File: src/rtl/ecc_pkg.sv
// Shared definitions for the ECC affine-point checking datapath:
// default operand width and the checker FSM state encoding.
package ecc_pkg;

    localparam int N = 8;

    typedef enum logic [3:0] {
        S_IDLE   = 4'd0,
        S_M_YY   = 4'd1,
        S_M_XX   = 4'd2,
        S_M_XXX  = 4'd3,
        S_M_AX   = 4'd4,
        S_SUM_AX = 4'd5,
        S_SUM_B  = 4'd6,
        S_CMP    = 4'd7,
        S_DONE   = 4'd8
    } state_e;

endpackage

File: src/rtl/mod_mul_serial.sv
// Bit-serial MSB-first modular multiplier: one load cycle, then n
// iterations of acc = (2*acc + bit*opA) mod p. prod is the value of the final step.
module mod_mul_serial
    import ecc_pkg::*;
#(
    parameter int n = N
) (
    input  logic         clk,
    input  logic         reset,
    input  logic         load,
    input  logic [n-1:0] opA,
    input  logic [n-1:0] opB,
    input  logic [n-1:0] p,
    output logic         done,
    output logic [n-1:0] prod
);

    localparam int CW = $clog2(n + 1);

    logic [n-1:0]  opa_r;
    logic [n-1:0]  opb_r;
    logic [n-1:0]  p_r;
    logic [n-1:0]  acc_r;
    logic [CW-1:0] cnt_r;
    logic [n-1:0]  step_s;

    // Both reductions are single conditional subtracts; acc < p keeps 2*acc < 2p in n+1 bits.
    function automatic logic [n-1:0] mod_step(
        input logic [n-1:0] acc,
        input logic         b_in,
        input logic [n-1:0] opa,
        input logic [n-1:0] m
    );
        logic [n:0] s;
        s = {acc, 1'b0};
        if (s >= {1'b0, m}) s = s - {1'b0, m};
        else                s = s;
        if (b_in) begin
            s = s + {1'b0, opa};
            if (s >= {1'b0, m}) s = s - {1'b0, m};
            else                s = s;
        end else begin
            s = s;
        end
        return s[n-1:0];
    endfunction

    assign step_s = mod_step(acc_r, opb_r[n-1], opa_r, p_r);
    assign prod   = step_s;
    assign done   = (cnt_r == CW'(1));

    // Operand capture on load, then one MSB-first iteration per cycle.
    always_ff @(posedge clk or negedge reset) begin
        if (!reset) begin
            opa_r <= {n{1'b0}};
            opb_r <= {n{1'b0}};
            p_r   <= {n{1'b0}};
            acc_r <= {n{1'b0}};
            cnt_r <= {CW{1'b0}};
        end else if (load) begin
            opa_r <= opA;
            opb_r <= opB;
            p_r   <= p;
            acc_r <= {n{1'b0}};
            cnt_r <= CW'(n);
        end else if (cnt_r != {CW{1'b0}}) begin
            acc_r <= step_s;
            opb_r <= {opb_r[n-2:0], 1'b0};
            cnt_r <= cnt_r - CW'(1);
        end else begin
            acc_r <= acc_r;
            opb_r <= opb_r;
            cnt_r <= cnt_r;
        end
    end

endmodule

File: src/rtl/point_on_curve_check.sv
// Checks y^2 == x^3 + a*x + b (mod p) for a captured affine point using one
// shared bit-serial multiplier; infinity and out-of-range points resolve in one cycle.
module point_on_curve_check
    import ecc_pkg::*;
#(
    parameter int n = N
) (
    input  logic         clk,
    input  logic         reset,
    input  logic         start,
    input  logic [n-1:0] p,
    input  logic [n-1:0] a,
    input  logic [n-1:0] b,
    input  logic [n-1:0] x,
    input  logic [n-1:0] y,
    input  logic         infinity_in,
    output logic         busy,
    output logic         result,
    output logic         on_curve,
    output logic         range_err
);

    state_e       state_r, next_state_s;
    logic [n-1:0] p_r, a_r, b_r, x_r, y_r;
    logic [n-1:0] lhs_r, t_r, u_r;
    logic         loaded_r, busy_r, result_r, on_curve_r, range_err_r;

    logic [n-1:0] nxt_lhs_s, nxt_t_s, nxt_u_s;
    logic         nxt_loaded_s, nxt_on_s, nxt_rng_s, nxt_result_s;
    logic         accept_s, mul_load_s, mul_done_s;
    logic [n-1:0] mul_opa_s, mul_opb_s, mul_prod_s;

    function automatic logic [n-1:0] mod_add(
        input logic [n-1:0] l,
        input logic [n-1:0] r,
        input logic [n-1:0] m
    );
        logic [n:0] s;
        s = {1'b0, l} + {1'b0, r};
        if (s >= {1'b0, m}) s = s - {1'b0, m};
        else                s = s;
        return s[n-1:0];
    endfunction

    function automatic logic is_busy(input state_e s);
        return (s != S_IDLE) && (s != S_DONE);
    endfunction

    assign accept_s  = start && ((state_r == S_IDLE) || (state_r == S_DONE));
    assign busy      = busy_r;
    assign result    = result_r;
    assign on_curve  = on_curve_r;
    assign range_err = range_err_r;

    mod_mul_serial #(.n(n)) u_mul (
        .clk   (clk),
        .reset (reset),
        .load  (mul_load_s),
        .opA   (mul_opa_s),
        .opB   (mul_opb_s),
        .p     (p_r),
        .done  (mul_done_s),
        .prod  (mul_prod_s)
    );

    // Next-state, multiplier sequencing and output next values.
    always_comb begin
        next_state_s = state_r;
        mul_load_s   = 1'b0;
        mul_opa_s    = y_r;
        mul_opb_s    = y_r;
        nxt_loaded_s = loaded_r;
        nxt_lhs_s    = lhs_r;
        nxt_t_s      = t_r;
        nxt_u_s      = u_r;
        nxt_on_s     = on_curve_r;
        nxt_rng_s    = range_err_r;
        nxt_result_s = result_r;
        case (state_r)
            S_IDLE, S_DONE: begin
                if (start) begin
                    nxt_result_s = 1'b0;
                    if (infinity_in) begin
                        next_state_s = S_DONE;
                        nxt_on_s     = 1'b1;
                        nxt_rng_s    = 1'b0;
                    end else if ((x >= p) || (y >= p)) begin
                        next_state_s = S_DONE;
                        nxt_on_s     = 1'b0;
                        nxt_rng_s    = 1'b1;
                    end else begin
                        next_state_s = S_M_YY;
                        nxt_on_s     = 1'b0;
                        nxt_rng_s    = 1'b0;
                    end
                end else if (state_r == S_DONE) begin
                    nxt_result_s = 1'b1;
                end else begin
                    nxt_result_s = 1'b0;
                end
            end
            S_M_YY, S_M_XX, S_M_XXX, S_M_AX: begin
                case (state_r)
                    S_M_YY:  begin mul_opa_s = y_r; mul_opb_s = y_r; end
                    S_M_XX:  begin mul_opa_s = x_r; mul_opb_s = x_r; end
                    S_M_XXX: begin mul_opa_s = t_r; mul_opb_s = x_r; end
                    S_M_AX:  begin mul_opa_s = a_r; mul_opb_s = x_r; end
                    default: begin mul_opa_s = y_r; mul_opb_s = y_r; end
                endcase
                if (!loaded_r) begin
                    mul_load_s   = 1'b1;
                    nxt_loaded_s = 1'b1;
                end else if (mul_done_s) begin
                    nxt_loaded_s = 1'b0;
                    case (state_r)
                        S_M_YY:  begin nxt_lhs_s = mul_prod_s; next_state_s = S_M_XX;   end
                        S_M_XX:  begin nxt_t_s   = mul_prod_s; next_state_s = S_M_XXX;  end
                        S_M_XXX: begin nxt_t_s   = mul_prod_s; next_state_s = S_M_AX;   end
                        S_M_AX:  begin nxt_u_s   = mul_prod_s; next_state_s = S_SUM_AX; end
                        default: begin next_state_s = S_IDLE; end
                    endcase
                end else begin
                    nxt_loaded_s = 1'b1;
                end
            end
            S_SUM_AX: begin
                nxt_t_s      = mod_add(t_r, u_r, p_r);
                next_state_s = S_SUM_B;
            end
            S_SUM_B: begin
                nxt_t_s      = mod_add(t_r, b_r, p_r);
                next_state_s = S_CMP;
            end
            S_CMP: begin
                nxt_on_s     = (lhs_r == t_r);
                nxt_rng_s    = 1'b0;
                nxt_result_s = 1'b1;
                next_state_s = S_DONE;
            end
            default: begin
                next_state_s = S_IDLE;
            end
        endcase
    end

    // State, operand capture and registered outputs.
    always_ff @(posedge clk or negedge reset) begin
        if (!reset) begin
            state_r     <= S_IDLE;
            p_r         <= {n{1'b0}};
            a_r         <= {n{1'b0}};
            b_r         <= {n{1'b0}};
            x_r         <= {n{1'b0}};
            y_r         <= {n{1'b0}};
            lhs_r       <= {n{1'b0}};
            t_r         <= {n{1'b0}};
            u_r         <= {n{1'b0}};
            loaded_r    <= 1'b0;
            busy_r      <= 1'b0;
            result_r    <= 1'b0;
            on_curve_r  <= 1'b0;
            range_err_r <= 1'b0;
        end else begin
            state_r     <= next_state_s;
            lhs_r       <= nxt_lhs_s;
            t_r         <= nxt_t_s;
            u_r         <= nxt_u_s;
            loaded_r    <= nxt_loaded_s;
            busy_r      <= is_busy(state_r) && is_busy(next_state_s);
            result_r    <= nxt_result_s;
            on_curve_r  <= nxt_on_s;
            range_err_r <= nxt_rng_s;
            if (accept_s) begin
                p_r <= p;
                a_r <= a;
                b_r <= b;
                x_r <= x;
                y_r <= y;
            end else begin
                p_r <= p_r;
                a_r <= a_r;
                b_r <= b_r;
                x_r <= x_r;
                y_r <= y_r;
            end
        end
    end

endmodule

File: config.mk
export PLATFORM = sky130hd
export DESIGN_NAME = point_on_curve_check
export DESIGN_NICKNAME = d
export VERILOG_FILES = /design/src/rtl/ecc_pkg.sv /design/src/rtl/mod_mul_serial.sv /design/src/rtl/point_on_curve_check.sv
export SDC_FILE = /design/constraint.sdc
export NUM_CORES = 1
export LEC_CHECK = 0
export CAP_MARGIN = 20
export CORE_ASPECT_RATIO = 0.9
export CORE_MARGIN = 10
export CORE_UTILIZATION = 61
export CTS_CLUSTER_DIAMETER = 50
export DETAILED_ROUTE_END_ITERATION = 8
export PLACE_DENSITY = 0.85
export SETUP_SLACK_MARGIN = 0.02
export SYNTH_ARGS = -nofsm -noshare
export SYNTH_HDL_FRONTEND = slang
export SYNTH_SLANG_ARGS = --single-unit
File: constraint.sdc
create_clock -name clk -period 7.4 [get_ports clk]
set_input_delay 0.74 -clock clk [delete_from_list [all_inputs] [get_ports clk]]
set_output_delay 0.74 -clock clk [all_outputs]
set_load 0.01 [all_outputs]
Word-level counts from Yosys, hierarchy flattened

Cells that the tools add are included.

Register bits: 109
Input port bits: 44
Output and inout port bits: 4
Word-level logic and storage cells: 110

Multiplexer cells: 40
$add $sub $neg: 8
Eq/ne operators: 16
Order comparisons: 6
Reduce and logical (&&, ||, !) cells: 21

Operators by type and width:

| operator                                            | number |
|---|---|
| 2-to-1 mux 8 bit                                    | 14 |
| one-hot mux 8 bit (3 select lines)                  | 2 |
| greater-or-equal comparator 9 x 8 -> 1 bit          | 4 |
| 2-to-1 mux 4 bit                                    | 7 |
| subtractor 8 bit                                    | 3 |
| one-hot mux 4 bit (5 select lines)                  | 1 |
| adder 8 x 8 -> 9 bit                                | 2 |
| equality test 4 x 3 -> 1 bit, second input constant | 4 |
| greater-or-equal comparator 8 bit                   | 2 |
| one-hot mux 3 bit (4 select lines)                  | 1 |
| AND reduction 4 bit                                 | 3 |
| nonzero test 4 bit                                  | 3 |
| 2-to-1 mux 1 bit                                    | 11 |
| adder 9 x 8 -> 9 bit                                | 1 |
| 2-to-1 mux 9 bit                                    | 1 |
| subtractor 9 x 8 -> 9 bit                           | 1 |
| equality test 4 x 1 -> 1 bit, second input constant | 2 |
| equality test 4 x 2 -> 1 bit, second input constant | 2 |
| equality test 8 bit                                 | 1 |
| inequality test 2 bit, second input constant        | 4 |
| inequality test 4 bit, second input constant        | 2 |
| one-hot mux 1 bit (2 select lines)                  | 3 |
| equality test 4 bit, second input constant          | 1 |
| logical AND 1 bit                                   | 4 |
| other kinds (9)                                     | 12 |

Depth between registers and ports, before layout

Depth in word-level cells: 10
Mapped depth: 25
Mapped depth without buffers: 23

Hierarchy

From an unflattened synthesis, not the netlist that was laid out.

Cell total of the unflattened synthesis: 919
Area total of the unflattened synthesis: 8011.4 µm²

Modules (own cells, without submodules):

| module               | sequential area each (µm²) | instances | cells an instance | area each (µm²) |
|---|---|---|---|---|
| point_on_curve_check | 1826.8                     | 1         | 598               | 5166.2 |
| mod_mul_serial       | 900.9                      | 1         | 321               | 2845.2 |

Worst setup path after synthesis

No wires, ideal clock.

Kind: register -> register
Start: register u_mul.p_r[1]
End: register t_r[1]
Required time: 7.331 ns
Stages on the path, launching flop included: 26
Arrival: 5.552 ns
Period minus slack after synthesis: 5.621 ns
Setup time: 0.069 ns
Path buffers: 2
Path slack: 1.779 ns
Path through: dfrtp_1 inv_1 ha_1 ha_1 or4_1 a31o_1 or3_1 buf_2 and2_1 ha_1 fa_1 a21o_1 a221oi_2 xor2_1 inv_1 ha_1 nand4_1 o211ai_1 a211oi_1 nand4_1 and4_4 nor2b_2 buf_6 mux2_1 a21oi_2 o221a_1

Word-level cells in the longest chain between the ends: 10
Elaborated cells on any way between the ends: 12
Those cells by class: add/sub (3); order compare (2); mux (7)

RTL lines:

| item                                                                                           | RTL line                    | RTL |
|---|---|---|
| start: declaration                                                                             | mod_mul_serial.sv:22        | `logic [n-1:0] p_r;` |
| start signal: assignment                                                                       | mod_mul_serial.sv:57        | `p_r <= {n{1'b0}};` |
| start signal: assignment                                                                       | mod_mul_serial.sv:63        | `p_r <= p;` |
| subtractor 9 x 8 -> 9 bit / greater-or-equal comparator 9 x 8 -> 1 bit (equally long branches) | mod_mul_serial.sv:36        | `if (s >= {1'b0, m}) s = s - {1'b0, m};` |
| 2-to-1 mux 9 bit                                                                               | mod_mul_serial.sv:36        |  |
| adder 9 x 8 -> 9 bit                                                                           | mod_mul_serial.sv:39        | `s = s + {1'b0, opa};` |
| subtractor 8 bit / greater-or-equal comparator 9 x 8 -> 1 bit (equally long branches)          | mod_mul_serial.sv:40        | `if (s >= {1'b0, m}) s = s - {1'b0, m};` |
| 2-to-1 mux 8 bit                                                                               | mod_mul_serial.sv:40        |  |
| 2-to-1 mux 8 bit *                                                                             | mod_mul_serial.sv:38        | `if (b_in) begin` |
| 2-to-1 mux 8 bit *                                                                             | point_on_curve_check.sv:115 | `case (state_r)` |
| 2-to-1 mux 8 bit *                                                                             | point_on_curve_check.sv:113 | `end else if (mul_done_s) begin` |
| 2-to-1 mux 8 bit *                                                                             | point_on_curve_check.sv:110 | `if (!loaded_r) begin` |
| one-hot mux 8 bit (3 select lines) *                                                           | point_on_curve_check.sv:79  | `case (state_r)` |
| end signal: assignment                                                                         | point_on_curve_check.sv:156 | `t_r <= {n{1'b0}};` |
| end signal: assignment                                                                         | point_on_curve_check.sv:166 | `t_r <= nxt_t_s;` |
| end: declaration                                                                               | point_on_curve_check.sv:25  | `logic [n-1:0] lhs_r, t_r, u_r;` |

Every way passes the cells marked *; elsewhere a longest branch is shown, timed or not. The select of a mux whose other input is x is not followed.
A chain may end at the register's enable or synchronous reset.

Worst setup path in the final report

Start: register u_mul.p_r[1]
End: register t_r[2]

Same word-level chain as after synthesis.

==> flow_summary.ini <==
[timing]
max_freq_mhz = 155
clock_skew_ns = 0.0126
final.min_clock_period_ns = 6.46
tightest_slew_ns = 1.14
slew_headroom = 0.234
fin_crit_sh = 0.873
setup_violations = 0
hold_viol_final = 0
hold_ws_ns = 0.397
drv_slew = 0
rsz0062_at_grt = false
fin_tns_setup_ns = 0

[yosys]
yosys.area.top_type_share = 0.350
ys_types = 66
postSynthCellCount = 893
syn_area_um2 = 7780
async_flop_share = 1.00
ys_ff_latch = 109
syn_nets = 1020
synth_edf_count = 0
yosys_warnings = 0
ys_seq_area_frac = 0.350
synthTopCellsByArea = dfrtp_1 (35%), ha_1 (12%), nand2_1 (7.7%), nor2_1 (3.2%), xnor2_1 (2.7%)
avgSynthCellArea_um2 = 8.71
yosys.area.top_type = dfrtp_1
synth_ff_type = dfrtp_1

[worst_setup_path]
crit_path_end_kind = flip-flop
cp.arrival_ns = 6.71
setup.worst_path.start_class = flip-flop
required_ns = 7.65
crit_fanout = 11
crit_type = flip-flop to flip-flop

[clock_tree]
clk_pin_slew_ns = 0.08
cts_max_level = 3
cts_root_buf = clkbuf_16
clock_sinks = 109
post_cts_buffers = 0
cts_resized = 0
clock_latency_ns = 0.37
cts_tree = yes
cts_inserted_buffers = 9
cts_hold_buf = 0
clockBufferDepth = 2

[floorplan]
rows = 39
die-area_um2 = 17700
initial_core_util = 0.618
ioPinCount = 48
coreArea_um2 = 12600
die_x_um = 139
dieHeight_um = 127

[drt]
drcViolationCount = 0
avgRoutedWirePerCell_um = 19.0
via_per_inst = 6.22
drtAntennaViolNets = 0
first_iter_violations = 772
num_vias = 6802
totalWireLength_um = 20700
drt_first_pass_iters = 7

[finish]
final_common_cell = nand2_1
most-common-layout-cells = nand2_1 (160), dfrtp_1 (109), ha_1 (76)
drive_gt1_frac = 0.0506
syn_to_final_growth_pct = 12.0
layout.nets = 1051
nFillCells = 956
final_cells = 1093
antenna_cells = 0

[placed_design]
hpwl_um = 15600
port_buffers = 47
dp_cells = 1077
gp_congestion = 0.948

[global_route]
grt_pass1_wl_um = 33900
overflow = 0
grt_max_degree = 63
grt_pass1_vias = 6443
grt_usage = 0.232
antenna_found_initial = 0

[hold_path]
min_path_type = input port to async pin

[flow_run]
maxCapViolations = 0

[run_status]
status = completed
## per-stage QoR
stage / worst slack, ns / util / area, µm²
final: 0.942 / 0.692 / 8710
after global routing: 0.613 / 0.692 / 8710
after CTS: 0.987 / 0.692 / 8710
after detailed placement: 1.08 / 0.666 / 8390
after global placement: 1.19 / 0.664 / 8360
after floorplan: 1.78 / - / 7780
## critical path, cell delays in order, from the launching register on
cell and delay (ns):
dfrtp_1 0.41, inv_1 0.14, ha_1 0.26, ha_1 0.19
or4_1 0.46, a31o_1 0.24, or3_1 0.50, and2_1 0.26
ha_1 0.21, fa_1 0.40, a21o_1 0.20, a221oi_2 0.39
xor2_1 0.24, inv_1 0.08, ha_1 0.34, nand4_1 0.12
o211ai_1 0.12, a211oi_1 0.22, nand4_1 0.11, and4_4 0.19
nor2b_2 0.45, mux2i_1 0.31, a21oi_2 0.12, a221o_1 0.36
## routing by layer
metal,routed length (µm),global-route usage,up-vias,part of all wire
met5,0,0,-,0
met4,554,0.0742,0,0.027
met3,1690,0.0533,43,0.082
met2,9160,0.362,296,0.44
met1,9340,0.313,3213,0.45
li1,-,-,3250,-
## cells in the mapped netlist, types with 4 or more instances
master	n
a31oi_1	23
o2bb2ai_1	4
mux2_2	10
xor2_1	19
o211ai_1	8
a222oi_1	7
nand3_1	11
nand2_1	160
dfrtp_1	109
inv_1	48
a21oi_1	34
nand2b_1	12
a21oi_2	4
or2_2	4
or3_1	4
o21a_1	13
xnor2_1	24
o21ai_1	11
nor2b_1	10
and3_1	7
o21ai_0	41
nand4_1	9
nor3_1	14
and2_1	12
a21o_1	15
a22oi_1	5
nor2_1	67
ha_1	76
nor4_1	7
clkbuf_1	25
o221ai_1	4
fa_1	7
o31ai_1	4
a21boi_0	4
o22ai_1	6
mux2i_1	17
a211oi_1	18
## state kept, by name, indices dropped and copies added (netlist names), 4 cells and up
register and count:
b_r 8, u_mul.p_r 8, a_r 8, u_mul.cnt_r 4, y_r 8, x_r 8, u_mul.acc_r 8, u_mul.opb_r 8
lhs_r 8, t_r 8, p_r 8, state_r 4, u_r 8, u_mul.opa_r 8
## final cells by class
cell class                 instances  area [µm²]  share of cell area
timing repair buffer              52         526              0.0603
tap                              164         205              0.0235
inverter                          48         180              0.0207
sequential                       109        2730               0.313
clock inverter                     6        86.3             0.00991
multi-input combinational        704        4750               0.545
clock buffer                      10         239              0.0274
## path summary, 6_finish.rpt
kind                          end    startpoint  slack (ns)  cells past startpoint
min in group clk           y_r[4]        y_r[4]        0.48                      2
hold reg to reg            y_r[4]        y_r[4]        0.48                      2
max in group asynchronous  t_r[6]         reset        5.81                      2
hold / removal             x_r[0]         reset        0.40                      1
setup reg to reg           t_r[2]  u_mul.p_r[1]        0.94                     23
setup / recovery           t_r[2]  u_mul.p_r[1]        0.94                     23
## cells by family (layout without fill, tap and decap cells)
logic type	count (synthesis)	count (layout)	share of synthesized area
and+or+nand+nor	327	327	0.189
AOI/OAI and AO/OA	222	222	0.193
DFF	109	109	0.350
adders and majority gates	84	84	0.141
buffers and inverters	80	116	0.0400
xor gates and xnor gates	43	43	0.0484
muxes	28	28	0.0378
Power is left out: the tool's default activity adds up to more than one toggle a clock period on the data nets, which glitch-free logic cannot reach.
